**config.mk**
```make
export PLATFORM = sky130hd
export DESIGN_NAME = event_stream_scheduler_flat
export DESIGN_NICKNAME = d
export VERILOG_FILES = /design/src/rtl/event_stream_scheduler_if.sv /design/src/rtl/event_stream_scheduler.sv /design/src/flat_wrapper.sv
export SDC_FILE = /design/constraint.sdc
export NUM_CORES = 1
export LEC_CHECK = 0
export CAP_MARGIN = 20
export CORE_AREA = 3 3 321 323
export CTS_CLUSTER_DIAMETER = 30
export DETAILED_ROUTE_END_ITERATION = 8
export DIE_AREA = 0 0 324 326
export PLACE_DENSITY = 0.4
export SETUP_SLACK_MARGIN = 0.05
export SKIP_LAST_GASP = 1
export SLEW_MARGIN = 25
export SYNTH_ARGS = -nofsm -noshare
export SYNTH_HDL_FRONTEND = slang
export SYNTH_SLANG_ARGS = --single-unit
```
**constraint.sdc**
```tcl
create_clock -name clk -period 5.4 [get_ports clk]
set_input_delay 1.62 -clock clk [delete_from_list [all_inputs] [get_ports clk]]
set_output_delay 1.62 -clock clk [all_outputs]
set_load 0.05 [all_outputs]
```
**src/rtl/event_stream_scheduler_if.sv**
```systemverilog
// Bus bundle for the event stream scheduler: the source, time-tag and merged
// output handshakes, plus the period strobe, stall and diagnostic counters.
// The master modport is the scheduler's view. The slave modport is the
// surrounding front-end's view.
interface event_stream_scheduler_if #(
  parameter int DATA_BITS = 128,
  parameter int NUM_SRC   = 4,
  parameter int CNT_BITS  = 16
);
  logic                               period_done;
  logic [NUM_SRC-1:0]                 src_valid;
  logic [NUM_SRC-1:0]                 src_ready;
  logic [NUM_SRC-1:0][DATA_BITS-1:0]  src_data;
  logic                               tt_valid;
  logic                               tt_ready;
  logic [DATA_BITS-1:0]               tt_data;
  logic                               stall;
  logic                               out_valid;
  logic                               out_ready;
  logic [DATA_BITS-1:0]               out_data;
  logic [CNT_BITS-1:0]                overrun_cnt;
  logic [CNT_BITS-1:0]                timeout_cnt;

  modport master (
    input  period_done, src_valid, src_data, tt_valid, tt_data, out_ready,
    output src_ready, tt_ready, stall, out_valid, out_data, overrun_cnt, timeout_cnt
  );

  modport slave (
    output period_done, src_valid, src_data, tt_valid, tt_data, out_ready,
    input  src_ready, tt_ready, stall, out_valid, out_data, overrun_cnt, timeout_cnt
  );
endinterface

```
**src/rtl/event_stream_scheduler.sv**
```systemverilog
// Event stream scheduler.
// Merges the per-block event streams and the per-period time tag into one
// registered output stream. At each period boundary the scheduler works in
// three steps:
//   1. Drain the words that were already valid when the period ended.
//   2. Emit exactly one time tag.
//   3. Resume round-robin service of all sources.
module event_stream_scheduler #(
  parameter int DATA_BITS     = 128,
  parameter int NUM_SRC       = 4,
  parameter int DRAIN_TIMEOUT = 1024,
  parameter int TAG_TIMEOUT   = 64,
  parameter int CNT_BITS      = 16
) (
  input  logic                    clk,
  input  logic                    rst,
  event_stream_scheduler_if.master bus
);
  localparam int PTR_BITS = (NUM_SRC > 1) ? $clog2(NUM_SRC) : 1;
  localparam int TMR_MAX  = (DRAIN_TIMEOUT > TAG_TIMEOUT) ? DRAIN_TIMEOUT : TAG_TIMEOUT;
  localparam int TMR_BITS = $clog2(TMR_MAX + 1);

  typedef enum logic [1:0] {S_RUN, S_DRAIN, S_TAG} state_e;

  state_e               state_q, state_d;
  logic [NUM_SRC-1:0]   pending_q, pending_d;
  logic [PTR_BITS-1:0]  rr_ptr_q;
  logic [TMR_BITS-1:0]  timer_q, timer_d;
  logic                 out_valid_q;
  logic [DATA_BITS-1:0] out_data_q;
  logic [CNT_BITS-1:0]  overrun_q, timeout_q;

  logic [NUM_SRC-1:0]   eligible, req, src_rdy;
  logic [PTR_BITS-1:0]  gnt_idx;
  logic                 gnt_found, slot_free, src_gnt, tt_rdy, tt_xfer;
  logic                 timeout_inc, overrun_inc;

  function automatic logic [PTR_BITS-1:0] wrap(input int v);
    return PTR_BITS'(v % NUM_SRC);
  endfunction

  // Round-robin arbitration among eligible sources, starting at rr_ptr.
  // Produces the one-hot source accept and the time-tag accept.
  always_comb begin
    eligible  = '0;
    gnt_found = 1'b0;
    gnt_idx   = '0;
    case (state_q)
      S_RUN:   eligible = '1;
      S_DRAIN: eligible = pending_q;
      default: eligible = '0;
    endcase
    req = bus.src_valid & eligible;
    for (int k = 0; k < NUM_SRC; k++) begin
      if (!gnt_found && req[wrap(int'(rr_ptr_q) + k)]) begin
        gnt_found = 1'b1;
        gnt_idx   = wrap(int'(rr_ptr_q) + k);
      end
    end
    slot_free = ~out_valid_q | bus.out_ready;
    src_gnt   = gnt_found & slot_free;
    src_rdy   = src_gnt ? (NUM_SRC'(1) << gnt_idx) : '0;
    tt_rdy    = (state_q == S_TAG) & slot_free;
    tt_xfer   = tt_rdy & bus.tt_valid;
  end

  // Period sequencing: next state, pending mask and timeout timer.
  always_comb begin
    state_d     = state_q;
    pending_d   = pending_q;
    timer_d     = timer_q;
    timeout_inc = 1'b0;
    overrun_inc = bus.period_done & (state_q != S_RUN);
    case (state_q)
      S_RUN: begin
        if (bus.period_done) begin
          state_d   = S_DRAIN;
          pending_d = bus.src_valid;
          timer_d   = '0;
        end
      end
      S_DRAIN: begin
        // A source that drops valid has finished its old-period words.
        pending_d = pending_q & bus.src_valid;
        timer_d   = timer_q + 1'b1;
        if (pending_d == '0) begin
          state_d = S_TAG;
          timer_d = '0;
        end else if (timer_q == TMR_BITS'(DRAIN_TIMEOUT - 1)) begin
          timeout_inc = 1'b1;
          pending_d   = '0;
          state_d     = S_TAG;
          timer_d     = '0;
        end
      end
      S_TAG: begin
        timer_d = timer_q + 1'b1;
        if (tt_xfer) begin
          state_d = S_RUN;
          timer_d = '0;
        end else if (timer_q == TMR_BITS'(TAG_TIMEOUT - 1)) begin
          timeout_inc = 1'b1;
          state_d     = S_RUN;
          timer_d     = '0;
        end
      end
      default: state_d = S_RUN;
    endcase
  end

  // State registers, output stage, round-robin pointer and saturating counters.
  always_ff @(posedge clk or negedge rst) begin
    if (!rst) begin
      state_q     <= S_RUN;
      pending_q   <= '0;
      rr_ptr_q    <= '0;
      timer_q     <= '0;
      out_valid_q <= 1'b0;
      out_data_q  <= '0;
      overrun_q   <= '0;
      timeout_q   <= '0;
    end else begin
      state_q   <= state_d;
      pending_q <= pending_d;
      timer_q   <= timer_d;
      if (src_gnt) begin
        out_valid_q <= 1'b1;
        out_data_q  <= bus.src_data[gnt_idx];
        rr_ptr_q    <= wrap(int'(gnt_idx) + 1);
      end else if (tt_xfer) begin
        out_valid_q <= 1'b1;
        out_data_q  <= bus.tt_data;
      end else if (bus.out_ready) begin
        out_valid_q <= 1'b0;
      end
      if (overrun_inc && overrun_q != '1) overrun_q <= overrun_q + 1'b1;
      if (timeout_inc && timeout_q != '1) timeout_q <= timeout_q + 1'b1;
    end
  end

  assign bus.src_ready   = src_rdy;
  assign bus.tt_ready    = tt_rdy;
  assign bus.stall       = (state_q != S_TAG);
  assign bus.out_valid   = out_valid_q;
  assign bus.out_data    = out_data_q;
  assign bus.overrun_cnt = overrun_q;
  assign bus.timeout_cnt = timeout_q;
endmodule

```
**src/flat_wrapper.sv**
```systemverilog
// flat-port wrapper written by rule: the top's interface ports become plain ports
module event_stream_scheduler_flat 
#(
  parameter int DATA_BITS     = 128,
  parameter int NUM_SRC       = 4,
  parameter int DRAIN_TIMEOUT = 1024,
  parameter int TAG_TIMEOUT   = 64,
  parameter int CNT_BITS      = 16
)
  (clk, rst, bus_period_done, bus_src_valid, bus_src_data, bus_tt_valid, bus_tt_data, bus_out_ready, bus_src_ready, bus_tt_ready, bus_stall, bus_out_valid, bus_out_data, bus_overrun_cnt, bus_timeout_cnt);
  event_stream_scheduler_if #(.DATA_BITS(DATA_BITS), .NUM_SRC(NUM_SRC), .CNT_BITS(CNT_BITS)) bus_i ();
  input  logic clk;
  input  logic rst;
  input wire logic [$bits(bus_i.period_done)-1:0] bus_period_done;
  input wire logic [$bits(bus_i.src_valid)-1:0] bus_src_valid;
  input wire logic [$bits(bus_i.src_data)-1:0] bus_src_data;
  input wire logic [$bits(bus_i.tt_valid)-1:0] bus_tt_valid;
  input wire logic [$bits(bus_i.tt_data)-1:0] bus_tt_data;
  input wire logic [$bits(bus_i.out_ready)-1:0] bus_out_ready;
  output wire logic [$bits(bus_i.src_ready)-1:0] bus_src_ready;
  output wire logic [$bits(bus_i.tt_ready)-1:0] bus_tt_ready;
  output wire logic [$bits(bus_i.stall)-1:0] bus_stall;
  output wire logic [$bits(bus_i.out_valid)-1:0] bus_out_valid;
  output wire logic [$bits(bus_i.out_data)-1:0] bus_out_data;
  output wire logic [$bits(bus_i.overrun_cnt)-1:0] bus_overrun_cnt;
  output wire logic [$bits(bus_i.timeout_cnt)-1:0] bus_timeout_cnt;
  assign bus_i.period_done = bus_period_done;
  assign bus_i.src_valid = bus_src_valid;
  assign bus_i.src_data = bus_src_data;
  assign bus_i.tt_valid = bus_tt_valid;
  assign bus_i.tt_data = bus_tt_data;
  assign bus_i.out_ready = bus_out_ready;
  assign bus_src_ready = bus_i.src_ready;
  assign bus_tt_ready = bus_i.tt_ready;
  assign bus_stall = bus_i.stall;
  assign bus_out_valid = bus_i.out_valid;
  assign bus_out_data = bus_i.out_data;
  assign bus_overrun_cnt = bus_i.overrun_cnt;
  assign bus_timeout_cnt = bus_i.timeout_cnt;
  event_stream_scheduler #(.DATA_BITS(DATA_BITS), .NUM_SRC(NUM_SRC), .DRAIN_TIMEOUT(DRAIN_TIMEOUT), .TAG_TIMEOUT(TAG_TIMEOUT), .CNT_BITS(CNT_BITS)) u_core (.clk(clk), .rst(rst), .bus(bus_i));
endmodule
```
# Word-level counts from Yosys, hierarchy flattened
# Index checks and enable logic that the tools add are counted.
[word_totals] reg_bits=180 latch_bits=0 mem_bits_rw=0 mem_bits_ro=0 inputBits=649 out_inout_bits=167 word_cells=103 mem_count=0
[op_classes] add_sub_neg=7 multipliers=0 div=0 order_cmp=5 n_eq_ne=10 n_shift=1 mux=46 bitwise_logic=8 n_reduce_logical=18
[op_table] cell="two-way mux 128 bit" count=3
[op_table] cell="binary-select mux 128 bit (select 2 bit)" count=1
[op_table] cell="two-way mux 11 bit" count=5
[op_table] cell="one-hot mux 11 bit (3 select lines)" count=1
[op_table] cell="adder 16 x 1 -> 16 bit, second input constant" count=2
[op_table] cell="!= test 16 bit, second input constant" count=2
[op_table] cell="two-way mux 2 bit" count=9
[op_table] cell="two-way mux 4 bit" count=4
[op_table] cell="one-hot mux 4 bit (2 select lines)" count=2
[op_table] cell="less-than comparator 2 x 3 -> 1 bit, second input constant" count=5
[op_table] cell="two-way mux 1 bit" count=15
[op_table] cell="adder 11 x 1 -> 11 bit, second input constant" count=1
[op_table] cell="equality test 11 x 10 -> 1 bit, second input constant" count=1
[op_table] cell="equality test 11 x 6 -> 1 bit, second input constant" count=1
[op_table] cell="bitwise AND 4 bit" count=2
[op_table] cell="binary-select mux 1 bit (select 2 bit)" count=4
[op_table] cell="one-hot mux 2 bit (3 select lines)" count=1
[op_table] cell="nonzero test 2 bit" count=3
[op_table] cell="nonzero test 3 bit" count=2
[op_table] cell="logical AND 1 bit" count=5
[op_table] cell="adder 2 x 1 -> 2 bit, second input constant" count=2
[op_table] cell="adder 2 bit, second input constant" count=2
[op_table] cell="bitwise AND 1 bit" count=4
[op_table] cell="logical NOT 4 bit" count=1
[op_table] cell="13 further kinds" count=17

# Logic depth before layout (Yosys ltp)
# Gate-level depths: netlist of run 1.
[logic_depth] ltp_word=18 mapped_depth=12 mapped_depth_nobuf=9

# Least setup slack after synthesis of run 1
# No wires, ideal clock.
[synth_timing] kind="input-to-output" startpoint="input bus_src_valid[0]" endpoint="output bus_src_ready[2]" arrival_time_ns=3.359 required_ns=3.780 slack_ns=0.421 stages=9 n_path_buf=2 path_cell_list="and2_1 a221o_1 a32oi_2 and2_4 inv_2 buf_6 buf_4 ha_1 and2_1"
[synth_via] elab_chain_len=15 word_cells_on_any_way=26
[synth_rtl] element="from (decl)" line="flat_wrapper.sv:15" rtl="input wire logic [$bits(bus_i.src_valid)-1:0] bus_src_valid;"
[synth_rtl] element="bitwise AND 4 bit (*)" line="event_stream_scheduler.sv:53" rtl="req = bus.src_valid & eligible;"
[synth_rtl] element="binary-select mux 1 bit (select 2 bit)" line="event_stream_scheduler.sv:55" rtl="if (!gnt_found && req[wrap(int'(rr_ptr_q) + k)]) begin"
[synth_rtl] element="two-way mux 1 bit (implied by the code)" line="event_stream_scheduler.sv:55"
[synth_rtl] element="two-way mux 1 bit" line="event_stream_scheduler.sv:55"
[synth_rtl] element="logical NOT 1 bit" line="event_stream_scheduler.sv:55"
[synth_rtl] element="logical AND 1 bit" line="event_stream_scheduler.sv:55"
[synth_rtl] element="two-way mux 1 bit" line="event_stream_scheduler.sv:55"
[synth_rtl] element="logical NOT 1 bit" line="event_stream_scheduler.sv:55"
[synth_rtl] element="logical AND 1 bit" line="event_stream_scheduler.sv:55"
[synth_rtl] element="two-way mux 1 bit" line="event_stream_scheduler.sv:55"
[synth_rtl] element="logical NOT 1 bit" line="event_stream_scheduler.sv:55"
[synth_rtl] element="logical AND 1 bit" line="event_stream_scheduler.sv:55"
[synth_rtl] element="two-way mux 2 bit / two-way mux 1 bit (equally long branches)" line="event_stream_scheduler.sv:55"
[synth_rtl] element="left shift 1 x 2 -> 4 bit / bitwise AND 1 bit (equally long branches)" line="event_stream_scheduler.sv:62, event_stream_scheduler.sv:61"
[synth_rtl] element="two-way mux 4 bit (*)" line="event_stream_scheduler.sv:62" rtl="src_rdy = src_gnt ? (NUM_SRC'(1) << gnt_idx) : '0;"
[synth_rtl] element="to (decl)" line="flat_wrapper.sv:20" rtl="output wire logic [$bits(bus_i.src_ready)-1:0] bus_src_ready;"
# Mark *: on every way between the ends. The rest lies on a longest branch, timed or not. The select of a mux whose other input is x is not followed.

# Worst setup path after layout of run 1
# Same ends and word-level chain as after synthesis.

==> run metrics, run 1 <==
status finished, final reports clean; Synth Area in Compound Gates 41.82%; mean area per synthesized cell 8.967 µm²; RSZ-0062 raised after global routing false; synthesized cell area 13490 µm²; Reg clk slew, reported paths 0.08 ns; Setup CP Type in -> out; vias in the first global route 17001; CTS Root Buffer Type clkbuf_16; XOR/XNOR Fraction of Synth Area 2.013%; Sum Neg Setup Slack 0 ns; vias per cell 4.617; Post-CTS Hold Buffers 0; die width 324 µm; first-pass GRT wire length 124900 µm; Core ar. 100100 µm²; initial antenna violation count 38; DR DRC count 0; GP Congestion 0.9016; Post-synth EDFFs 0; HPWL Detailed 67180 µm; initial core utilization 13.47%; clock skew 0.01629 ns; Port Buffers 815; sequential share of the synthesized area 33.40%; Mapped Nets 2166; largest net degree at the start of global routing 142; Die ar. 105600 µm²; TritonCTS clock tree yes; top-area cell type share of the netlist area 33.40%; wire per inst 25.37 µm; Worst-Skew Late Latency 0.52 ns; row cnt 116; synth unique cells 60; final WL 89680 µm; Post-CTS Repair Setup Buffers 0; mux cell area share after synthesis 0.4082%; Detail Route Antenna Nets 0; Synth Flop Type dfrtp_1; Area Growth Syn to Fin 75.27%; main combinational cell family by area after synthesis compound AO/OA/AOI/OAI gates; most common cell in the synthesized netlist a21oi_1; # IOs 816; Final Max Tran Viols 0; # Max-Cap Violations 0; vias 16320; Tcrit/Tclk final 97.42%; fin crit period 5.260 ns; peak supply drop 0.5604 mV; clk sink count 180; async set-reset flop share out of synthesis 100.0%; top cells by count, synth 266 x a21oi_1, 180 x dfrtp_1, 152 x nor2_1, 139 x and3_1, 131 x a31o_2; Die Ht 326 µm; Area after DPL 22990 µm²; final instance area 23640 µm²; worst endpoint required time 3.78 ns; adder-cell share of the synthesized area 1.206%; DRT Pass-1 Iters 6; ranking of synthesized cells by area dfrtp_1 33%, a21oi_1 9.9%, a221oi_2 9.0%, a31o_2 8.5%, o32ai_1 8.3%; Mapped Cells 1504; clock buffer depth 2; Tightest Pin Transition 1.122 ns; Worst Path Arrival 3.64 ns; total track usage 16.20%; Yosys reg bits 180; Max FO, Critical Path 5; final setup fails 0; Post-Synth Simple-Gate Area 14.48%; Yosys top cell by area dfrtp_1; total CTS buffers 17; grt total ovfl 0; PD cells 624.8 nW/µm²; drt initial violations 996; Lkg Pwr 0.008922 µW; element type at the critical path start primary input; H-Tree Level Count 4; Final Hold Vio Count 0; CTS resizes 0; Slew HR 25.19%; hold crit path type reg -> reg; Final Net Count 2862; fraction of final layout cells sized beyond drive strength 1 13.92%; YS warnings 0; Crit. End Element output pin; maximum clock rate 190.1 MHz
[final cells by class]
cell class	count	area, µm²
Inverter	12	52.55
Timing Repair Buffer	851	8670
Clock buffer	18	439.2
Clock inverter	14	141.4
Multi-Input combinational cell	1138	8147
Antenna cell	24	60.06
Tap cell	1298	1624
Sequential cell	180	4504
Fill cell	10964	76510
[metrics by stage]
stage | instances | worst slack [ns] | util [%] | hold slack, ns | total power (µW)
after floorplan | 1504 | 0.4214 | - | 0.4639 | 9719
after global placement | 3479 | 0.08228 | 22.96 | 0.4813 | 13370
after detailed placement | 3479 | 0.1263 | 22.96 | 0.4796 | 13520
after CTS | 3511 | 0.1202 | 23.54 | 0.4916 | 14980
after global routing | 3529 | 0.06769 | 23.59 | 0.5109 | 15760
final | 3535 | 0.1396 | 23.60 | 0.4963 | 14770
[final timing paths]
path                                              end  cells past startpoint  slack (ns)                       start
setup / recovery                     bus_src_ready[2]                      9        0.14            bus_src_valid[0]
hold / removal             u_core.bus.overrun_cnt[11]                      1        0.50  u_core.bus.overrun_cnt[11]
setup reg to reg              u_core.bus.out_data[72]                     10        1.34           u_core.state_q[0]
hold reg to reg            u_core.bus.overrun_cnt[11]                      1        0.50  u_core.bus.overrun_cnt[11]
max in group asynchronous    u_core.bus.out_data[108]                      2        3.41                         rst
min in group asynchronous   u_core.bus.overrun_cnt[7]                      1        1.10                         rst
[report_power, final]
group / leakage, µW / internal [µW] / total (µW) / switching, µW
clock: 0.000283 / 627 / 1370 / 743
sequential: 0.00233 / 1870 / 2340 / 474
combinational: 0.00630 / 4170 / 11100 / 6890
total: 0.00892 / 6660 / 14800 / 8100
[critical path, cell delays in order]
cell and delay (ns):
clkdlybuf4s50_1 0.42, and2_1 0.19, a221o_1 0.40, a32oi_4 0.21, and2_4 0.24, inv_8 0.06, ha_1 0.17, and2_1 0.16
buf_12 0.15
[flip-flops by register name, summed over array words and instances (netlist names)]
name                    cells
u_core.bus.out_valid        1
u_core.bus.out_data       128
u_core.pending_q            4
u_core.state_q              2
u_core.timer_q             11
u_core.rr_ptr_q             2
u_core.bus.overrun_cnt     16
u_core.bus.timeout_cnt     16
[metal layers]
layer,wire [µm],part of all wire (%),up-vias,GRT usage [%]
met4,1945,2.2,8,6.490
met5,48,0.054,-,0
li1,-,-,7400,-
met3,6883,7.7,91,4.597
met2,44210,49,691,27.19
met1,36590,41,8130,19.36
[logic make-up after synthesis]
| group | after synthesis |
|---|---|
| simple gates | 385 |
| mux | 5 |
| fa+ha+maj | 13 |
| xor+xnor | 31 |
| flops | 180 |
| buf+inv | 186 |
| compound gates | 704 |
[placed cells by master, fill, tap and decap left out, types with 6 or more instances in the layout]
cell / Yosys / final
dfrtp_1: 180 / 180
clkbuf_16: 0 / 17
a21oi_1: 266 / 266
a21o_1: 7 / 7
clkinv_4: 0 / 6
nand3_1: 16 / 16
inv_1: 11 / 11
buf_4: 11 / 21
ha_1: 13 / 13
xnor2_1: 14 / 14
a221oi_1: 47 / 47
and2_1: 8 / 8
o21ai_0: 11 / 11
clkdlybuf4s50_1: 0 / 809
and3_1: 139 / 139
a31o_2: 131 / 131
diode_2: 0 / 24
inv_8: 0 / 6
xor2_1: 17 / 17
nor2_1: 152 / 152
a22o_1: 9 / 9
o32ai_1: 128 / 128
a221oi_2: 81 / 81
nand2b_1: 6 / 6
nand4_1: 7 / 7
buf_12: 0 / 20
nand2_1: 35 / 35
Power figures use the tool's default switching activity.
==> inputs of run 2 (changes only) <==
CORE_AREA = 3 3 320 322   (was 3 3 321 323)
DIE_AREA = 0 0 323 325   (was 0 0 324 326)
GPL_ROUTABILITY_DRIVEN = 0   (was default)
PLACE_DENSITY = 0.42   (was 0.4)
SKIP_LAST_GASP = default   (was 1)
clock period = 4.2 ns   (was 5.4 ns; I/O delays follow)
==> run metrics, run 2 (synthesized netlist as in run 1, its figures left out) <==
Lkg Pwr 0.009256 µW (+3.7%); row cnt 116 (unchanged); most common cell after layout, fill and taps aside clkdlybuf4s50_1; Worst-Skew Late Latency 0.51 ns (about the same); status finished, final reports clean; largest net degree at the start of global routing 134 (-5.6%); die width 323 µm (-0.31%); Final Hold Vio Count 0 (unchanged); r2r worst-path depth 13 (+3); Max FO, Critical Path 4 (-1); Crit path depth 8 (-1); WP buf/inv 2 (-1); Post-CTS Hold Buffers 0 (unchanged); Port Buffers 815 (unchanged); first-pass GRT wire length 125600 µm (+0.56%); R2R Setup Slk 0.87 ns (-0.47 ns); # IOs 816 (unchanged); DRT Pass-1 Iters 5 (-1); clk sink count 180 (unchanged); clock skew 0.01763 ns (+0.001337 ns); fin crit period 4.082 ns; Reg2Reg Capture Point u_core.bus.out_data[53]; maximum clock rate 245.0 MHz; Area Growth Syn to Fin 79.58%; Core ar. 99860 µm² (-0.29%); RSZ-0062 raised after global routing false; Final Max Tran Viols 0 (unchanged); vias per cell 4.658 (+0.90%); Crit-path slowest cell a221o_1; total CTS buffers 17 (unchanged); PD cells 817.0 nW/µm² (+31%); CTS Root Buffer Type clkbuf_16; total track usage 16.19% (about the same); element type at the critical path start primary input; Crit. End Element output pin; TritonCTS clock tree yes; HPWL Detailed 67950 µm (+1.1%); vias 16699 (+2.3%); clock buffer depth 2 (unchanged); launching point of the worst reg2reg path u_core.state_q[1]; Top cell by count, worst path and2_4; Final Net Count 2922 (+2.1%); Worst Path Arrival 2.82 ns (-0.82 ns); Slew HR 45.80% (+21 points); DR DRC count 0 (unchanged); fill count 10814 (-1.4%); # Max-Cap Violations 0 (unchanged); Tightest Pin Transition 0.8130 ns (-0.3091 ns); Tcrit/Tclk final 97.19%; Die ar. 105000 µm² (-0.61%); commonest non-fill, non-tap cells in the layout 805 x clkdlybuf4s50_1, 266 x a21oi_1, 180 x dfrtp_1, 152 x nor2_1, 139 x and3_1; Area after DPL 23410 µm² (+1.8%); crit path capture bus_src_ready[3]; initial antenna violation count 21 (-45%); Layout Utilization 24.25% (+0.65 points); Reg clk slew, reported paths 0.08 ns (about the same); peak supply drop 0.5502 mV (-1.8%); initial core utilization 13.51% (+0.039 points); grt total ovfl 0 (unchanged); max reg flops 128 (unchanged); Setup CP Type in -> out; Crit. Startpoint bus_src_valid[0]; wire per inst 24.82 µm (-2.2%); Detail Route Antenna Nets 0 (unchanged); hold crit path type reg -> reg; CP max stage delay 0.38 ns (-0.04 ns); critical-path cell list buf_2, and2_4, a221o_1, a32oi_4, and2_4, ha_1, and2_1, buf_12; worst endpoint required time 2.94 ns (-0.84 ns); delay-heaviest family, CP compound AO/OA/AOI/OAI gates; final instance area 24220 µm² (+2.5%); H-Tree Level Count 4 (unchanged); Sum Neg Setup Slack 0 ns (unchanged); vias in the first global route 17492 (+2.9%); fraction of final layout cells sized beyond drive strength 1 16.76% (+2.8 points); drt initial violations 878 (-12%); Die Ht 325 µm (-0.31%); final WL 88980 µm (-0.78%); final setup fails 0 (unchanged)
## run 2: per-layer routing
metal	global-route usage, %	vias to the layer above	share of wire (%)
met5	0	-	0.028
li1	-	7516	-
met2	27.94	743	49
met3	4.094	97	6.9
met1	19.39	8339	41
met4	5.579	4	2.5
## run 2: layout make-up
type                    instances  area (µm²)  area share [%]
clock buffers                  17       425.4           1.756
flip-flops and latches        180        4504           18.60
multi-input cells            1138        8209           33.89
clock inverters                15       171.4          0.7078
repair buffers                911        9198           37.98
diodes                         14       35.03          0.1447
inverters                      12       52.55          0.2170
well taps                    1298        1624           6.706
## run 2: how the worst min path moves through the flow
stage                                     startpoint                    endpoint  cells after the start
after detailed placement           u_core.timer_q[5]           u_core.timer_q[5]                      1
after global routing      u_core.bus.overrun_cnt[11]  u_core.bus.overrun_cnt[11]                      1
after floorplan                    u_core.timer_q[5]           u_core.timer_q[5]                      1
after global placement    u_core.bus.overrun_cnt[11]  u_core.bus.overrun_cnt[11]                      1
final                     u_core.bus.overrun_cnt[11]  u_core.bus.overrun_cnt[11]                      1
after CTS                          u_core.timer_q[5]           u_core.timer_q[5]                      1
## run 2: worst register-to-register path, cell delays in order, from the launching register on
cell     delay (ns)
dfrtp_1        0.39
inv_2          0.08
buf_6          0.12
ha_4           0.19
a21o_4         0.20
buf_4          0.14
and2_1         0.16
o41a_2         0.57
buf_4          0.30
a21oi_4        0.27
buf_12         0.26
buf_4          0.29
a21oi_1        0.11
o32ai_1        0.14
## run 2: power breakdown
part	switching (µW)	internal [µW]	total (µW)
logic	9040	5920	15000
registers	632	2400	3030
clock network	984	810	1790
total	10700	9130	19800
## run 2: repair_timing
action	4_1_cts	5_1_grt
resized for setup	18	12
setup buffers	5	10
pin swaps	4	8
setup endpoints to repair	4	4
## run 2: stage by stage
step | total power [µW] | cells | worst slack (ns) | hold WS (ns)
floorplan | 12520 | 1504 | 0.07203 | 0.4639
detailed placement | 17890 | 3524 | -0.2977 | 0.4922
global route | 21030 | 3582 | 0.05042 | 0.5271
CTS | 19920 | 3561 | 0.06116 | 0.5029
finish | 19790 | 3585 | 0.1182 | 0.5042
global placement | 17760 | 3524 | -0.3194 | 0.4835
